--- src/rtl/mdio_responder.sv ---
// PHY-side Clause 22 MDIO management responder.
// MDC/MDIO are oversampled on Clk. It holds a 32x16 register file and reports writes to local logic.
module mdio_responder #(
  parameter logic [4:0]  PHY_ADDR = 5'd1,
  parameter logic [15:0] PHY_ID1  = 16'h0007,
  parameter logic [15:0] PHY_ID2  = 16'hC0F1,
  parameter logic [15:0] REG0_DEF = 16'h3100
) (
  input  logic        Clk,
  input  logic        Rst,
  input  logic        MDC,
  input  logic        MDIO_I,
  output logic        MDIO_O,
  output logic        MDIO_Oe,
  input  logic [15:0] Status_In,
  output logic [15:0] Reg0_Ctrl,
  output logic        Wr_Strb,
  output logic [4:0]  Wr_Addr,
  output logic [15:0] Wr_Data,
  output logic        Rd_Strb,
  output logic        Busy,
  output logic        Frame_Err
);

  typedef enum logic [2:0] {HUNT, ST2, OP, PHYAD, REGAD, TA, DATA, SKIP} state_t;

  // Bit 15 of register 0 is self-clearing, so it is never stored.
  localparam logic [15:0] REG0_RST = REG0_DEF & 16'h7FFF;

  logic [2:0]  mdc_sync_q;
  logic [1:0]  mdio_sync_q;
  state_t      state_q, state_d;
  logic [5:0]  ones_q, ones_d;
  logic [4:0]  cnt_q, cnt_d;
  logic        is_read_q, is_read_d;
  logic        match_q, match_d;
  logic        wr_bad_q, wr_bad_d;
  logic [15:0] shift_q, shift_d;
  logic [4:0]  regad_q, regad_d;
  logic [15:0] rd_sr_q, rd_sr_d;
  logic        oe_q, oe_d;
  logic        o_q, o_d;
  logic        busy_q, busy_d;
  logic        ferr_q, ferr_d;
  logic        rd_strb_q, rd_strb_d;
  logic        commit_q, commit_d;
  logic        wr_strb_q, wr_strb_d;
  logic [4:0]  wr_addr_q, wr_addr_d;
  logic [15:0] wr_data_q, wr_data_d;
  logic [15:0] reg0_q, reg0_d;
  logic [15:0] regfile_q [4:31];
  logic [15:0] regfile_d [4:31];

  logic        bit_evt;
  logic        bit_val;
  logic [4:0]  reg_sel;
  logic [15:0] rd_mux;
  logic        clear_all;

  assign bit_evt   = mdc_sync_q[1] & ~mdc_sync_q[2];
  assign bit_val   = mdio_sync_q[1];
  assign reg_sel   = {shift_q[3:0], bit_val};
  assign clear_all = commit_q && (regad_q == 5'd0) && shift_q[15];

  always_comb begin
    rd_mux = 16'h0000;
    case (reg_sel)
      5'd0:    rd_mux = reg0_q;
      5'd1:    rd_mux = Status_In;
      5'd2:    rd_mux = PHY_ID1;
      5'd3:    rd_mux = PHY_ID2;
      default: begin
        for (int i = 4; i < 32; i++) begin
          if (reg_sel == i[4:0]) rd_mux = regfile_q[i];
        end
      end
    endcase
  end

  // Frame decoder; cnt_q is the index of the current bit counted from the first ST bit.
  always_comb begin
    state_d   = state_q;
    ones_d    = ones_q;
    cnt_d     = cnt_q;
    is_read_d = is_read_q;
    match_d   = match_q;
    wr_bad_d  = wr_bad_q;
    shift_d   = shift_q;
    regad_d   = regad_q;
    rd_sr_d   = rd_sr_q;
    oe_d      = oe_q;
    o_d       = o_q;
    busy_d    = busy_q;
    ferr_d    = 1'b0;
    rd_strb_d = 1'b0;
    commit_d  = 1'b0;
    if (bit_evt) begin
      if (state_q != HUNT) cnt_d = cnt_q + 5'd1;
      case (state_q)
        HUNT: begin
          if (bit_val) begin
            if (ones_q != 6'd32) ones_d = ones_q + 6'd1;
          end else if (ones_q == 6'd32) begin
            state_d = ST2;
            cnt_d   = 5'd1;
            ones_d  = 6'd0;
          end else begin
            ones_d = 6'd0;
          end
        end
        ST2: begin
          if (bit_val) begin
            state_d = OP;
            busy_d  = 1'b1;
          end else begin
            ferr_d  = 1'b1;
            state_d = HUNT;
            cnt_d   = 5'd0;
          end
        end
        OP: begin
          if (cnt_q == 5'd2) begin
            is_read_d = bit_val;
          end else if (is_read_q != bit_val) begin
            state_d  = PHYAD;
            wr_bad_d = 1'b0;
          end else begin
            ferr_d  = 1'b1;
            state_d = SKIP;
          end
        end
        PHYAD: begin
          shift_d = {shift_q[14:0], bit_val};
          if (cnt_q == 5'd8) begin
            match_d = (reg_sel == PHY_ADDR);
            state_d = REGAD;
          end
        end
        REGAD: begin
          shift_d = {shift_q[14:0], bit_val};
          if (cnt_q == 5'd13) begin
            regad_d = reg_sel;
            rd_sr_d = rd_mux;
            state_d = match_q ? TA : SKIP;
          end
        end
        TA: begin
          if (is_read_q) begin
            if (cnt_q == 5'd14) begin
              oe_d = 1'b1;
              o_d  = 1'b0;
            end else begin
              o_d     = rd_sr_q[15];
              rd_sr_d = {rd_sr_q[14:0], 1'b0};
            end
          end else if ((cnt_q == 5'd14) != bit_val) begin
            wr_bad_d = 1'b1;
          end
          if (cnt_q == 5'd15) state_d = DATA;
        end
        DATA: begin
          shift_d = {shift_q[14:0], bit_val};
          if (is_read_q) begin
            o_d     = rd_sr_q[15];
            rd_sr_d = {rd_sr_q[14:0], 1'b0};
          end
        end
        default: ;
      endcase
      if ((state_q == DATA || state_q == SKIP) && cnt_q == 5'd31) begin
        state_d = HUNT;
        busy_d  = 1'b0;
        ones_d  = 6'd0;
        cnt_d   = 5'd0;
        oe_d    = 1'b0;
        o_d     = 1'b0;
        if (state_q == DATA) begin
          if (is_read_q)     rd_strb_d = 1'b1;
          else if (wr_bad_q) ferr_d    = 1'b1;
          else               commit_d  = 1'b1;
        end
      end
    end
  end

  always_comb begin
    wr_strb_d = commit_q;
    wr_addr_d = wr_addr_q;
    wr_data_d = wr_data_q;
    reg0_d    = reg0_q;
    if (commit_q) begin
      wr_addr_d = regad_q;
      wr_data_d = shift_q;
      if (regad_q == 5'd0) reg0_d = shift_q[15] ? REG0_RST : {1'b0, shift_q[14:0]};
    end
  end

  always_comb begin
    for (int i = 4; i < 32; i++) begin
      regfile_d[i] = regfile_q[i];
      if (clear_all)                            regfile_d[i] = 16'h0000;
      else if (commit_q && regad_q == i[4:0])   regfile_d[i] = shift_q;
    end
  end

  always_ff @(posedge Clk or posedge Rst) begin
    if (Rst) begin
      mdc_sync_q  <= '0;
      mdio_sync_q <= '0;
      state_q     <= HUNT;
      ones_q      <= '0;
      cnt_q       <= '0;
      is_read_q   <= 1'b0;
      match_q     <= 1'b0;
      wr_bad_q    <= 1'b0;
      shift_q     <= '0;
      regad_q     <= '0;
      rd_sr_q     <= '0;
      oe_q        <= 1'b0;
      o_q         <= 1'b0;
      busy_q      <= 1'b0;
      ferr_q      <= 1'b0;
      rd_strb_q   <= 1'b0;
      commit_q    <= 1'b0;
      wr_strb_q   <= 1'b0;
      wr_addr_q   <= '0;
      wr_data_q   <= '0;
      reg0_q      <= REG0_RST;
    end else begin
      mdc_sync_q  <= {mdc_sync_q[1:0], MDC};
      mdio_sync_q <= {mdio_sync_q[0], MDIO_I};
      state_q     <= state_d;
      ones_q      <= ones_d;
      cnt_q       <= cnt_d;
      is_read_q   <= is_read_d;
      match_q     <= match_d;
      wr_bad_q    <= wr_bad_d;
      shift_q     <= shift_d;
      regad_q     <= regad_d;
      rd_sr_q     <= rd_sr_d;
      oe_q        <= oe_d;
      o_q         <= o_d;
      busy_q      <= busy_d;
      ferr_q      <= ferr_d;
      rd_strb_q   <= rd_strb_d;
      commit_q    <= commit_d;
      wr_strb_q   <= wr_strb_d;
      wr_addr_q   <= wr_addr_d;
      wr_data_q   <= wr_data_d;
      reg0_q      <= reg0_d;
    end
  end

  genvar gi;
  generate
    for (gi = 4; gi < 32; gi++) begin : g_reg
      always_ff @(posedge Clk or posedge Rst) begin
        if (Rst) regfile_q[gi] <= 16'h0000;
        else     regfile_q[gi] <= regfile_d[gi];
      end
    end
  endgenerate

  assign MDIO_O    = o_q;
  assign MDIO_Oe   = oe_q;
  assign Reg0_Ctrl = reg0_q;
  assign Wr_Strb   = wr_strb_q;
  assign Wr_Addr   = wr_addr_q;
  assign Wr_Data   = wr_data_q;
  assign Rd_Strb   = rd_strb_q;
  assign Busy      = busy_q;
  assign Frame_Err = ferr_q;

endmodule

--- config.mk ---
export PLATFORM = sky130hd
export DESIGN_NAME = mdio_responder
export DESIGN_NICKNAME = d
export VERILOG_FILES = /design/src/rtl/mdio_responder.sv
export SDC_FILE = /design/constraint.sdc
export NUM_CORES = 1
export LEC_CHECK = 0
export ABC_AREA = 1
export CORE_UTILIZATION = 25
export CTS_CLUSTER_DIAMETER = 40
export CTS_CLUSTER_SIZE = 40
export DETAILED_ROUTE_END_ITERATION = 12
export PLACE_DENSITY = 0.49
export SLEW_MARGIN = 20
export SYNTH_ARGS = -nofsm -noshare
export SYNTH_HDL_FRONTEND = slang
export SYNTH_SLANG_ARGS = --single-unit
--- constraint.sdc ---
create_clock -name Clk -period 20.9 [get_ports Clk]
set_input_delay 3.135 -clock Clk [delete_from_list [all_inputs] [get_ports Clk]]
set_output_delay 3.135 -clock Clk [all_outputs]
set_load 0.01 [all_outputs]
==> qor.csv <==
stage,metric,value,unit
yosys,async_flop_share,1.000,
yosys,syn_nets,3115,
placement,port_buffers,61,
routing,route.detailed.drc,0,
critical_path,cp-end-kind,flip-flop,
layout,nets,3163,
critical_path,critPathLaunchType,flip-flop,
job,max_cap_viol_count,0,
layout,area_growth,22.08,%
critical_path,cp_max_fo,84,
critical_path,crit_top_cell,nand2_1,
layout,n_fill_cell,10670,
die,initial_core_util,0.2527,
routing,routedWlPerCell,18.34,µm
sta,min_period,5.702,ns
hold_path,hp-class,reg -> reg,
yosys,synth_cells,3087,
clock_tree,postCtsSetupBuffers,0,
sta,post-route-period-util,0.2728,
critical_path,required,21.38,ns
yosys,yosys.area.top_type,dfrtp_1,
clock_tree,cts.sinks,550,
sta,slew_headroom,0.2427,
sta,slew_viol_final,0,
routing,wl,83950,µm
sta,worst_pin_slew,1.135,ns
grt,grt_pass1_wl,128900,µm
critical_path,worst_path_max_delay_cell,nor2_1,
sta,fin_skew,0.02268,ns
yosys,ys_seq_area_frac,0.5433,
yosys,synth_seq_cells,550,
clock_tree,clock-root-buffer,clkbuf_16,
pwr,power_density,89.24,nW/µm²
routing,vias_per_cell,4.582,
die,core-area,100300,µm²
run_status,status,completed,
grt,grt_max_degree,158,
critical_path,cp_data_arrival_time,6.18,ns
yosys,syn_area,25340,µm²
routing,vias,20980,
layout,drive_above_1_share,0.1115,
critical_path,slowest_delay,1.01,ns
routing,drt_first_iter_violations,1810,
clock_tree,cts_tree,built,
yosys,synth_edf_count,0,
grt,first_global_vias,20410,
sta,setup_viol,0,
pwr,irDropWorstVdd,52.84,µV
critical_path,critPathKind,reg -> reg,
clock_tree,clk_latency,0.65,ns
layout,antennaDiodeCount,0,
yosys,synth_top_area_frac,0.5402,
routing,dr.pass1.iters,9,
critical_path,cp_top_family,simple AND/OR/NAND/NOR gates,
die,die-area,102600,µm²
yosys,ys_types,46,
sta,fin_tns_setup,0,ns
yosys,synth_top_flop_cell,dfrtp_1,
die,num_rows,116,
clock_tree,clock_path_buffers,3,
yosys,avgSynthCellArea,8.208,µm²
sta,fmax,175.4,MHz
yosys,yosys_warnings,0,
clock_tree,cts_resized,0,
grt,antenna_found_initial,3,
grt,grt.total_usage,0.1643,
layout,final_util,0.3084,
clock_tree,hold_buffers,0,
clock_tree,clk_pin_slew,0.05,ns
routing,antenna_left,0,
pwr,p_leak,13.56,nW
critical_path,path_buf_inv,5,
critical_path,path_cells,inv_1 -> nor2_1 -> nand2_1 -> nor2_2 -> buf_4 -> inv_4 -> buf_4 -> nand2_1 -> inv_1 -> nand2_1 -> o21ai_0,
die,io_pins,63,
clock_tree,cts_buffers,99,
yosys,yosys-top-cells-area,"dfrtp_1, nand2_1, o21ai_0, inv_1, nand3_1",
die,die_h,320.4,µm
clock_tree,cts.htree.levels,3,
die,die_width,320.4,µm
sta,rsz0062_at_grt,no,
placement,gp_congestion,0.8576,
sta,hold_viol,0,
grt,grt-ovfl-total,0,
placement,dp_hpwl,55630,µm
==> final cells by class <==
cell class                      count  area [µm²]  share of cell area
Clock buffer                      123        2750             0.08891
Clock inverter                     64       704.4             0.02277
Inverter                          307        1162             0.03758
Multi-Input combinational cell   2062        9823              0.3176
Sequential cell                   550       13770              0.4451
Tap cell                         1357        1698             0.05489
Timing Repair Buffer              115        1028             0.03325
==> cells in the mapped netlist, types with 5 or more instances <==
cell,n
nand2_1,902
dfrtp_1,547
o21ai_0,451
inv_1,277
nor2_1,190
nand3_1,164
clkbuf_1,143
a21oi_1,108
nand4_1,78
mux2_2,64
inv_2,20
buf_2,15
nor3_1,12
a221oi_1,10
clkinv_1,10
o31ai_1,9
a31oi_1,8
ha_1,8
buf_1,7
or2_2,6
o21ai_1,5
o22ai_1,5
==> report_power, final <==
part           total, mW  internal, mW  switching, mW
logic             0.0386       0.00816         0.0304
clock network       1.65          1.07          0.579
registers           1.07          1.07        0.00121
total               2.76          2.15          0.611
==> path summary, 6_finish.rpt <==
| path | startpoint | endpoint | slack [ns] | cells past startpoint |
|---|---|---|---|---|
| max | commit_q$_DFF_PP0_ | regfile_q[332]$_DFFE_PP0P_ | 15.20 | 11 |
| min | mdc_sync_q[0]$_DFF_PP0_ | mdc_sync_q[1]$_DFF_PP0_ | 0.35 | 0 |
| max reg2reg | commit_q$_DFF_PP0_ | regfile_q[332]$_DFFE_PP0P_ | 15.20 | 11 |
| min reg2reg | mdc_sync_q[0]$_DFF_PP0_ | mdc_sync_q[1]$_DFF_PP0_ | 0.35 | 0 |
| max in group asynchronous | Rst | regfile_q[68]$_DFFE_PP0P_ | 15.41 | 4 |
| min in group asynchronous | Rst | regfile_q[424]$_DFFE_PP0P_ | 3.04 | 2 |
==> cells by family (layout without fill, tap and decap cells) <==
| family | count (synthesis) | after routing | synth area share |
|---|---|---|---|
| AOI/OAI and AO/OA | 609 | 609 | 0.1250 |
| buffers and inverters | 475 | 609 | 0.07155 |
| DFF | 550 | 550 | 0.5433 |
| muxes | 65 | 65 | 0.02884 |
| and+or+nand+nor | 1375 | 1375 | 0.2259 |
| other | 1 | 1 | 0.0001480 |
| adders and majority gates | 8 | 8 | 0.003950 |
| xor gates and xnor gates | 4 | 4 | 0.001382 |
==> metal layers <==
layer / track usage / share of wire / wire length (µm) / vias to the layer above
met3: 0.02873 / 0.054 / 4567 / 105
li1: - / - / - / 10140
met1: 0.2330 / 0.47 / 39790 / 10210
met4: 0.05199 / 0.024 / 1999 / 0
met5: 0 / 0 / 0 / -
met2: 0.2527 / 0.45 / 37590 / 522
==> placed cells by master (no fill, tap or decap), drive strengths merged, types with 4 or more instances in the layout <==
cell type      count
nand2            904
dfrtp            547
o21ai            456
inv              307
nor2             198
nand3            166
clkbuf           123
a21oi            108
nand4             78
mux2              64
clkdlybuf4s50     61
buf               54
clkinv            41
nor3              14
clkinvlp          12
bufinv            11
a221oi            10
o31ai              9
a31oi              8
ha                 8
or2                8
o22ai              5
xor2               4
a211oi             4
a2111oi            4
==> worst reg2reg max path, stage by stage (launching register included) <==
cell     delay (ns)
dfrtp_1        0.40
inv_1          0.46
nor2_1         1.01
nand2_1        0.72
nor2_2         0.62
buf_4          0.36
inv_4          0.38
buf_4          0.47
nand2_1        0.56
inv_1          0.35
nand2_1        0.11
o21ai_0        0.08
==> stage by stage <==
step	power (mW)	std cells	hold WS (ns)	instance area (µm²)	worst slack (ns)
floorplan	1.112	3087	0.3312	25340	2.393
global placement	1.128	4391	0.3346	27460	14.55
detailed placement	1.127	4391	0.3363	27470	14.62
CTS	2.789	4578	0.3507	30930	15.27
global route	2.846	4578	0.3624	30930	14.67
finish	2.760	4578	0.3469	30930	15.20
==> sequential cells by signal, summed over array words and instances, names as in the netlist, 2 cells and up <==
| register | flops |
|---|---|
| mdc_sync_q | 3 |
| cnt_q | 5 |
| Wr_Addr | 5 |
| regfile_q | 448 |
| Reg0_Ctrl | 15 |
| regad_q | 5 |
| mdio_sync_q | 2 |
| ones_q | 6 |
| state_q | 3 |
| Wr_Data | 16 |
| rd_sr_q | 16 |
| shift_q | 16 |
Note: power is estimated with default switching activity, not from simulation.
